==> src/rtl/sa_result_collector.sv <==
// Collects the skewed per-lane outputs of the systolic array into an ARRAY_SIZE x ARRAY_SIZE
// result buffer and serves it as packed two-entry words through a one-cycle-latency read port.
module sa_result_collector #(
    parameter int ARRAY_SIZE = 3,
    parameter int OUT_W      = 16
) (
    input  logic                        clk,
    input  logic                        rst,
    input  logic                        start,
    input  logic                        in_valid,
    input  logic [ARRAY_SIZE*OUT_W-1:0] sa_out,
    input  logic                        rd_en,
    input  logic [3:0]                  rd_addr,
    output logic [2*OUT_W-1:0]          rd_data,
    output logic                        rd_valid,
    output logic                        busy,
    output logic                        done,
    output logic                        overrun
);

    localparam int N      = ARRAY_SIZE * ARRAY_SIZE;
    localparam int WORDS  = (N + 1) / 2;
    localparam int BEAT_W = $clog2(2 * ARRAY_SIZE);
    localparam logic [BEAT_W-1:0] LAST_BEAT = BEAT_W'(2 * ARRAY_SIZE - 1);

    typedef enum logic [1:0] {
        IDLE    = 2'd0,
        CAPTURE = 2'd1,
        DONE    = 2'd2
    } state_e;

    state_e                   state_q, state_d;
    logic [BEAT_W-1:0]        beat_q, beat_d;
    logic [N*OUT_W-1:0]       buf_q, buf_d;
    logic                     overrun_q, overrun_d;
    logic                     busy_q, busy_d;
    logic                     done_q, done_d;
    logic [2*OUT_W-1:0]       rd_data_q, rd_data_d;
    logic                     rd_valid_q, rd_valid_d;
    logic [2*WORDS*OUT_W-1:0] buf_pad_s;
    logic [2*OUT_W-1:0]       rd_word_s;

    // Capture FSM: lane k, row r lands on beat k+r+1, which undoes the array's diagonal skew.
    always_comb begin
        state_d   = state_q;
        beat_d    = beat_q;
        buf_d     = buf_q;
        overrun_d = overrun_q;
        case (state_q)
            IDLE, DONE: begin
                if (start) begin
                    state_d   = CAPTURE;
                    beat_d    = '0;
                    buf_d     = '0;
                    overrun_d = 1'b0;
                end else begin
                    state_d = state_q;
                end
            end
            CAPTURE: begin
                if (start) begin
                    overrun_d = 1'b1;
                end else begin
                    overrun_d = overrun_q;
                end
                for (int k = 0; k < ARRAY_SIZE; k++) begin
                    for (int r = 0; r < ARRAY_SIZE; r++) begin
                        if (in_valid && (beat_q == BEAT_W'(k + r + 1))) begin
                            buf_d[(k*ARRAY_SIZE+r)*OUT_W +: OUT_W] = sa_out[k*OUT_W +: OUT_W];
                        end else begin
                            buf_d[(k*ARRAY_SIZE+r)*OUT_W +: OUT_W] = buf_q[(k*ARRAY_SIZE+r)*OUT_W +: OUT_W];
                        end
                    end
                end
                if (in_valid) begin
                    if (beat_q == LAST_BEAT) begin
                        state_d = DONE;
                    end else begin
                        beat_d = beat_q + 1'b1;
                    end
                end else begin
                    beat_d = beat_q;
                end
            end
            default: begin
                state_d = IDLE;
            end
        endcase
        busy_d = (state_d == CAPTURE);
        done_d = (state_d == DONE);
    end

    // Read port: word lookup from the pre-write buffer, so a same-cycle write is not visible yet.
    always_comb begin
        buf_pad_s             = '0;
        buf_pad_s[N*OUT_W-1:0] = buf_q;
        rd_word_s             = '0;
        for (int w = 0; w < WORDS; w++) begin
            rd_word_s |= (rd_addr == 4'(w)) ? buf_pad_s[w*2*OUT_W +: 2*OUT_W] : '0;
        end
        if (rd_en) begin
            rd_data_d = rd_word_s;
        end else begin
            rd_data_d = rd_data_q;
        end
        rd_valid_d = rd_en;
    end

    // State, buffer and output registers.
    always_ff @(posedge clk or posedge rst) begin
        if (rst) begin
            state_q    <= IDLE;
            beat_q     <= '0;
            buf_q      <= '0;
            overrun_q  <= 1'b0;
            busy_q     <= 1'b0;
            done_q     <= 1'b0;
            rd_data_q  <= '0;
            rd_valid_q <= 1'b0;
        end else begin
            state_q    <= state_d;
            beat_q     <= beat_d;
            buf_q      <= buf_d;
            overrun_q  <= overrun_d;
            busy_q     <= busy_d;
            done_q     <= done_d;
            rd_data_q  <= rd_data_d;
            rd_valid_q <= rd_valid_d;
        end
    end

    assign rd_data  = rd_data_q;
    assign rd_valid = rd_valid_q;
    assign busy     = busy_q;
    assign done     = done_q;
    assign overrun  = overrun_q;

endmodule
==> config.mk <==
export PLATFORM = sky130hd
export DESIGN_NAME = sa_result_collector
export DESIGN_NICKNAME = d
export VERILOG_FILES = /design/src/rtl/sa_result_collector.sv
export SDC_FILE = /design/constraint.sdc
export NUM_CORES = 1
export LEC_CHECK = 0
export CORE_MARGIN = 2
export CORE_UTILIZATION = 48
export DETAILED_ROUTE_END_ITERATION = 8
export GPL_TIMING_DRIVEN = 0
export PLACE_DENSITY_LB_ADDON = 0.3
export REMOVE_ABC_BUFFERS = 1
export SYNTH_ARGS = -nofsm -noshare
export SYNTH_HDL_FRONTEND = slang
export SYNTH_SLANG_ARGS = --single-unit
==> constraint.sdc <==
create_clock -name clk -period 15.95 [get_ports clk]
set_input_delay 2.3925 -clock clk [delete_from_list [all_inputs] [get_ports clk]]
set_output_delay 2.3925 -clock clk [all_outputs]
set_load 0.1 [all_outputs]
[Yosys cells after proc, flatten, opt, wreduce, memory -nomap -nowiden]
Index checks and enable logic that the tools add are counted.
Operators by class
  bitwise operators: 4
  add/sub/neg operators: 1
  eq/ne operators: 22
  muxes and demuxes: 27
  reduce and logical (&&, ||, !) cells: 16
Operators with widths (number)
  144-bit case mux with 2 select lines: 1
  16-bit two-way mux: 10
  144-bit two-way mux: 1
  32-bit two-way mux: 4
  32-bit OR: 3
  32-bit by 16-bit OR with 32-bit output: 1
  2-bit inequality test, second input constant: 9
  3-bit AND reduction: 6
  3-bit two-way mux: 3
  4-bit by 2-bit == test with 1-bit output, second input constant: 2
  3-bit by 2-bit == test with 1-bit output, second input constant: 2
  3-bit == test, second input constant: 2
  2-bit two-way mux: 3
  3-bit case mux with 2 select lines: 1
  1-bit logical AND: 5
  2-bit by 1-bit == test with 1-bit output, second input constant: 2
  2-bit == test, second input constant: 2
  4-bit by 1-bit == test with 1-bit output, second input constant: 1
  4-bit by 3-bit == test with 1-bit output, second input constant: 1
  4-bit zero test: 1
  2-bit case mux with 2 select lines: 1
  4-bit AND reduction: 1
  3-bit by 1-bit adder with 3-bit output, second input constant: 1
  3-bit by 1-bit == test with 1-bit output, second input constant: 1
  5 further kinds: 6
Word-level totals
  output and inout port bits: 36
  bits of input ports: 57
  word-level logic and storage cells: 82
  bits in registers: 185

[Depth between registers and ports, before layout]
  depth in word-level cells: 6
  mapped depth: 6
  depth with buffers taken out: 5

[Worst setup path before layout]
OpenSTA, ideal clock, no wires.
  kind: input port to flip-flop
  start: input port rd_addr[0]
  end: register rd_data_q[16] (netlist: rd_data[16])
  cell stages on the path: 6
  arrival: 3.473 ns
  setup time: 0.068 ns
  data required time: 15.882 ns
  buffers on the path: 3
  setup slack: 12.410 ns
  cell sequence: buf_2 or3_1 buf_2 buf_6 o221ai_1 o21a_1
On the way
  cells in the longest elaborated chain, start to end: 6
  elaborated cells on any way between the ends: 12
  classes of those cells: 3 x eq/ne; 4 x mux; 4 x bitwise; 1 x reduce/logical
RTL lines
  from (decl): line 13  | input logic [3:0] rd_addr,
  4-bit by 1-bit == test with 1-bit output or 4-bit zero test (tied branches): line 99  | rd_word_s |= (rd_addr == 4'(w)) ? buf_pad_s[w*2*OUT_W +: 2*OUT_W] : '0;
  32-bit two-way mux: line 99
  32-bit OR (2 in series): line 99
  32-bit OR (*): line 99
  32-bit by 16-bit OR with 32-bit output (*): line 99
  to (signal assigned): line 127  | rd_data_q <= rd_data_d;
  to (decl): line 38  | logic [2*OUT_W-1:0] rd_data_q, rd_data_d;
Mark *: on every way between the ends. The rest lies on a longest branch, timed or not.
A chain may end at the register's enable or synchronous reset.

[Worst setup path after layout]
  start: register rd_data_q[28] (netlist: rd_data[28])
  end: output port rd_data[28]
RTL lines
  to (decl): line 14  | output logic [2*OUT_W-1:0] rd_data,
No word-level cell between the ends.

==> impl_results.rst <==
.. list-table::
   :header-rows: 1

   * - Metric
     - Value
   * - Total Die Area
     - 0.0189 mm²
   * - Die width
     - 138 µm
   * - Delay of the slowest cell on the worst path
     - 1150 ps
   * - Number of cells upsized or downsized after cts
     - 0
   * - Post-route antenna net violation count
     - 0
   * - Post-route cell area
     - 0.0105 mm²
   * - Setup repair after global routing missed its margin
     - false
   * - Vias per Instance
     - 5.76
   * - CP Data Arrival Time
     - 2000 ps
   * - Total global routing overflow
     - 0
   * - Vias in the first global route
     - 6254
   * - Peak supply drop
     - 0.107 mV
   * - Transition time of the tightest slew-check pin
     - 1260 ps
   * - Proportion of power drawn by flip-flops and latches
     - 39.6%
   * - Clock buffers created by TritonCTS
     - 17
   * - Number of DRC markers in iteration 0
     - 420
   * - Endpoint of the worst register-to-register path
     - buf_q[140]
   * - Relative contribution of combinational cells to total power
     - 34.1%
   * - Die height
     - 138 µm
   * - Via total after detailed routing
     - 5822
   * - Count of port buffers added during placement
     - 92
   * - CP Capture Type
     - primary output
   * - Insertion delay of the later-clocked pin in the worst-skew pair
     - 440 ps
   * - Worst-path cell chain
     - clkdlybuf4s50_1
   * - Cell family with most CP delay
     - buffers and inverters
   * - Share of the synthesized area in the top cell type
     - 54.1%
   * - Fraction of layout cells with a size suffix above 1
     - 14.0%
   * - Filler cell count in the final layout
     - 1336
   * - Number of flops mapped to enable cells by yosys
     - 0
   * - CTS tree
     - built
   * - Buffer levels on the longest clock path
     - 2
   * - Hold Crit Endpoint
     - rd_data[18]
   * - Switching pwr
     - 0.000639 W
   * - Net Sw Frac
     - 34.2%
   * - Share of the yosys chip area belonging to registers
     - 54.1%
   * - Final count of hold timing violations
     - 0
   * - Postcts setup bufs
     - 0
   * - Clock sink count
     - 185
   * - Power density normalized to cell area
     - 178 mW/mm²
   * - Ys flop type
     - sky130_fd_sc_hd__dfrtp_1
   * - Global-route wire length before repair
     - 32900 µm
   * - Netlist cell types
     - 37
   * - All-Layer GR Usage
     - 23.1%
   * - Placeable core region
     - 0.0174 mm²
   * - Leading cell types in the layout, fill and taps excluded
     - sky130_fd_sc_hd__dfrtp_1 (185), sky130_fd_sc_hd__mux2i_1 (97), sky130_fd_sc_hd__clkdlybuf4s50_1 (90), sky130_fd_sc_hd__nand2_1 (88), sky130_fd_sc_hd__mux2_1 (56)
   * - Area contributors post-synth
     - sky130_fd_sc_hd__dfrtp_1 (54%), sky130_fd_sc_hd__mux2i_1 (11%), sky130_fd_sc_hd__mux2_1 (7.4%)
   * - Nets
     - 835
   * - Worst path bufs/invs
     - 1
   * - Leak pwr
     - 5.02 nW
   * - Setup skew after layout
     - 8.84 ps
   * - Number of antenna violations at the first check in global routing
     - 0
   * - Source of the worst hold timing path
     - rd_data[18]
   * - Leading cell type in the layout, fill and taps excluded
     - sky130_fd_sc_hd__dfrtp_1
   * - Largest net degree at the start of global routing
     - 127
   * - Post-synth ARST share
     - 100%
   * - Number of optimization iterations in the first detailed-route pass
     - 7
   * - Met1 routed wirelength after detailed routing
     - 9500 µm
   * - Final antenna diode count
     - 0
   * - Met2 Wirelength
     - 9780 µm
   * - H-tree depth reported by CTS
     - 4
   * - Cell depth of the worst min-delay path
     - 1
   * - Max-Cap Viols
     - 0
   * - Path type of the worst setup path
     - flip-flop to primary output
   * - Min-delay worst type
     - flip-flop to flip-flop
   * - Maximum achievable frequency
     - 0.228 GHz
   * - Clock network fraction of total power
     - 26.3%
   * - CTS Root Cell
     - sky130_fd_sc_hd__clkbuf_16
   * - Standard-cell rows
     - 48
   * - Cell area after synthesis
     - 0.00856 mm²
   * - Number of buffers added to fix hold violations after cts
     - 0
   * - Number of synthesis warnings
     - 0
   * - Top routing layer in use
     - met4
   * - Fin crit share
     - 27.5%
   * - Number of ports placed on the die boundary
     - 93
   * - FF-to-FF Start
     - beat_q[1]
   * - Synth-to-Final Area Change
     - 22.4%
   * - Mean Syn Cell Area
     - 12.2 µm²
   * - Dominant cell type by area after synthesis
     - sky130_fd_sc_hd__dfrtp_1
   * - Clock transition at the registers of the reported paths
     - 60 ps
   * - Register-to-register setup slack
     - 13560 ps
   * - Largest driver fanout on the critical path
     - 2
   * - Estimated wirelength of the detail-placed design
     - 12900 µm
   * - Routed wl met3
     - 944 µm
   * - CP Data Required Time
     - 13560 ps
   * - Placed inst area
     - 0.00977 mm²
   * - Minimum clock period
     - 4390 ps
   * - DR WL/cell
     - 20.3 µm
   * - Final WS setup
     - 11560 ps
   * - Number of DRC violations after detailed routing
     - 0
   * - Pre-CTS setup slack
     - 10930 ps
   * - Count of pins over their slew limit
     - 0
   * - Worst Reg2Reg Path Length in Cells
     - 5
   * - Setup total negative slack
     - 0 ps
   * - Slowest cell on the critical path
     - sky130_fd_sc_hd__clkdlybuf4s50_1
   * - Final Setup Violations
     - 0
   * - Gate Count Post-Synth
     - 701
   * - Starting Density
     - 49.3%
   * - Internal Pwr Total
     - 0.00123 W
   * - GP Congestion
     - 0.782
   * - Outcome
     - finished, final reports clean
   * - Total Routed Length
     - 20500 µm
   * - Number of register bits inferred by synthesis
     - 185
   * - Crit start category
     - flip-flop
   * - Relative slew margins
     - 16.0%
## cells in the mapped netlist, types with 12 or more instances
master                       n
sky130_fd_sc_hd__o221ai_1   16
sky130_fd_sc_hd__nor2_1     18
sky130_fd_sc_hd__and2_1     32
sky130_fd_sc_hd__o21a_1     16
sky130_fd_sc_hd__mux2_1     56
sky130_fd_sc_hd__a222oi_1   13
sky130_fd_sc_hd__nand2_1    89
sky130_fd_sc_hd__buf_2      29
sky130_fd_sc_hd__clkbuf_1   12
sky130_fd_sc_hd__inv_1      21
sky130_fd_sc_hd__mux2i_1    97
sky130_fd_sc_hd__dfrtp_1   185
sky130_fd_sc_hd__mux2_2     55
sky130_fd_sc_hd__a21oi_1    14
## registers in the layout, indices dropped and copies added, names as in the netlist
register / flops
beat_q: 3
rd_data: 32
overrun: 1
busy: 1
state_q: 2
buf_q: 144
done: 1
rd_valid: 1
## layout make-up
| class | instances | area (µm²) | share of cell area (%) |
|---|---|---|---|
| Clock buffer | 21 | 480 | 4.59 |
| Clock inverter | 11 | 215 | 2.05 |
| Inverter | 21 | 86.3 | 0.824 |
| Multi-Input combinational cell | 445 | 3650 | 34.8 |
| Sequential cell | 185 | 4630 | 44.2 |
| Tap cell | 225 | 282 | 2.69 |
| Timing Repair Buffer | 103 | 1130 | 10.8 |
## metrics by stage
step / instances / power, W / hold WS [ps] / utilization [%]
after floorplan: 651 / 0.00118 / 452 / -
after global placement: 968 / 0.00134 / 461 / 54.8
after detailed placement: 979 / 0.00138 / 468 / 56.3
after CTS: 1011 / 0.00188 / 482 / 60.3
after global routing: 1011 / 0.00197 / 491 / 60.3
final: 1011 / 0.00187 / 480 / 60.3
## worst max-delay path by stage
stage / start / endpoint / depth (start not counted)
final: rd_data[28] / rd_data[28] / 1
after global routing: rd_addr[2] / rd_data[8] / 5
after CTS: rd_addr[2] / rd_data[8] / 4
after detailed placement: rd_addr[2] / rd_data[8] / 4
after global placement: rst / rd_data[10] / 2
after floorplan: rst / beat_q[0] / 1
## cell families after synthesis
| kind of cell | Yosys count | synth area share (%) |
|---|---|---|
| muxes | 208 | 26.0 |
| adders and majority gates | 5 | 0.731 |
| AOI/OAI and AO/OA | 74 | 6.70 |
| buffers and inverters | 71 | 3.84 |
| DFF | 185 | 54.1 |
| and+or+nand+nor | 158 | 8.68 |
## routing by layer
layer | GRT usage [%] | vias up
met5 | 0 | -
met4 | 7.67 | 0
met3 | 3.83 | 24
met2 | 37.7 | 139
met1 | 31.6 | 3039
li1 | - | 2620
## power by group through the flow
stage | logic (W) | registers (W) | clock network (W)
after floorplan | 0.000370 | 0.000814 | 0
after global placement | 0.000604 | 0.000733 | 0
after detailed placement | 0.000638 | 0.000746 | 0
after CTS | 0.000643 | 0.000739 | 0.000496
after global routing | 0.000690 | 0.000760 | 0.000519
final | 0.000638 | 0.000739 | 0.000492
## worst register-to-register path, delay by kind of cell (launching register included)
family | cells | cell delay (ps)
AND/OR/NAND/NOR | 1 | 150
adder cells (fa/ha/maj) | 1 | 230
multiplexers | 1 | 440
AO/OA/AOI/OAI | 1 | 960
buffers and inverters | 1 | 110
flip-flops | 1 | 400
Power figures use the tool's default switching activity.
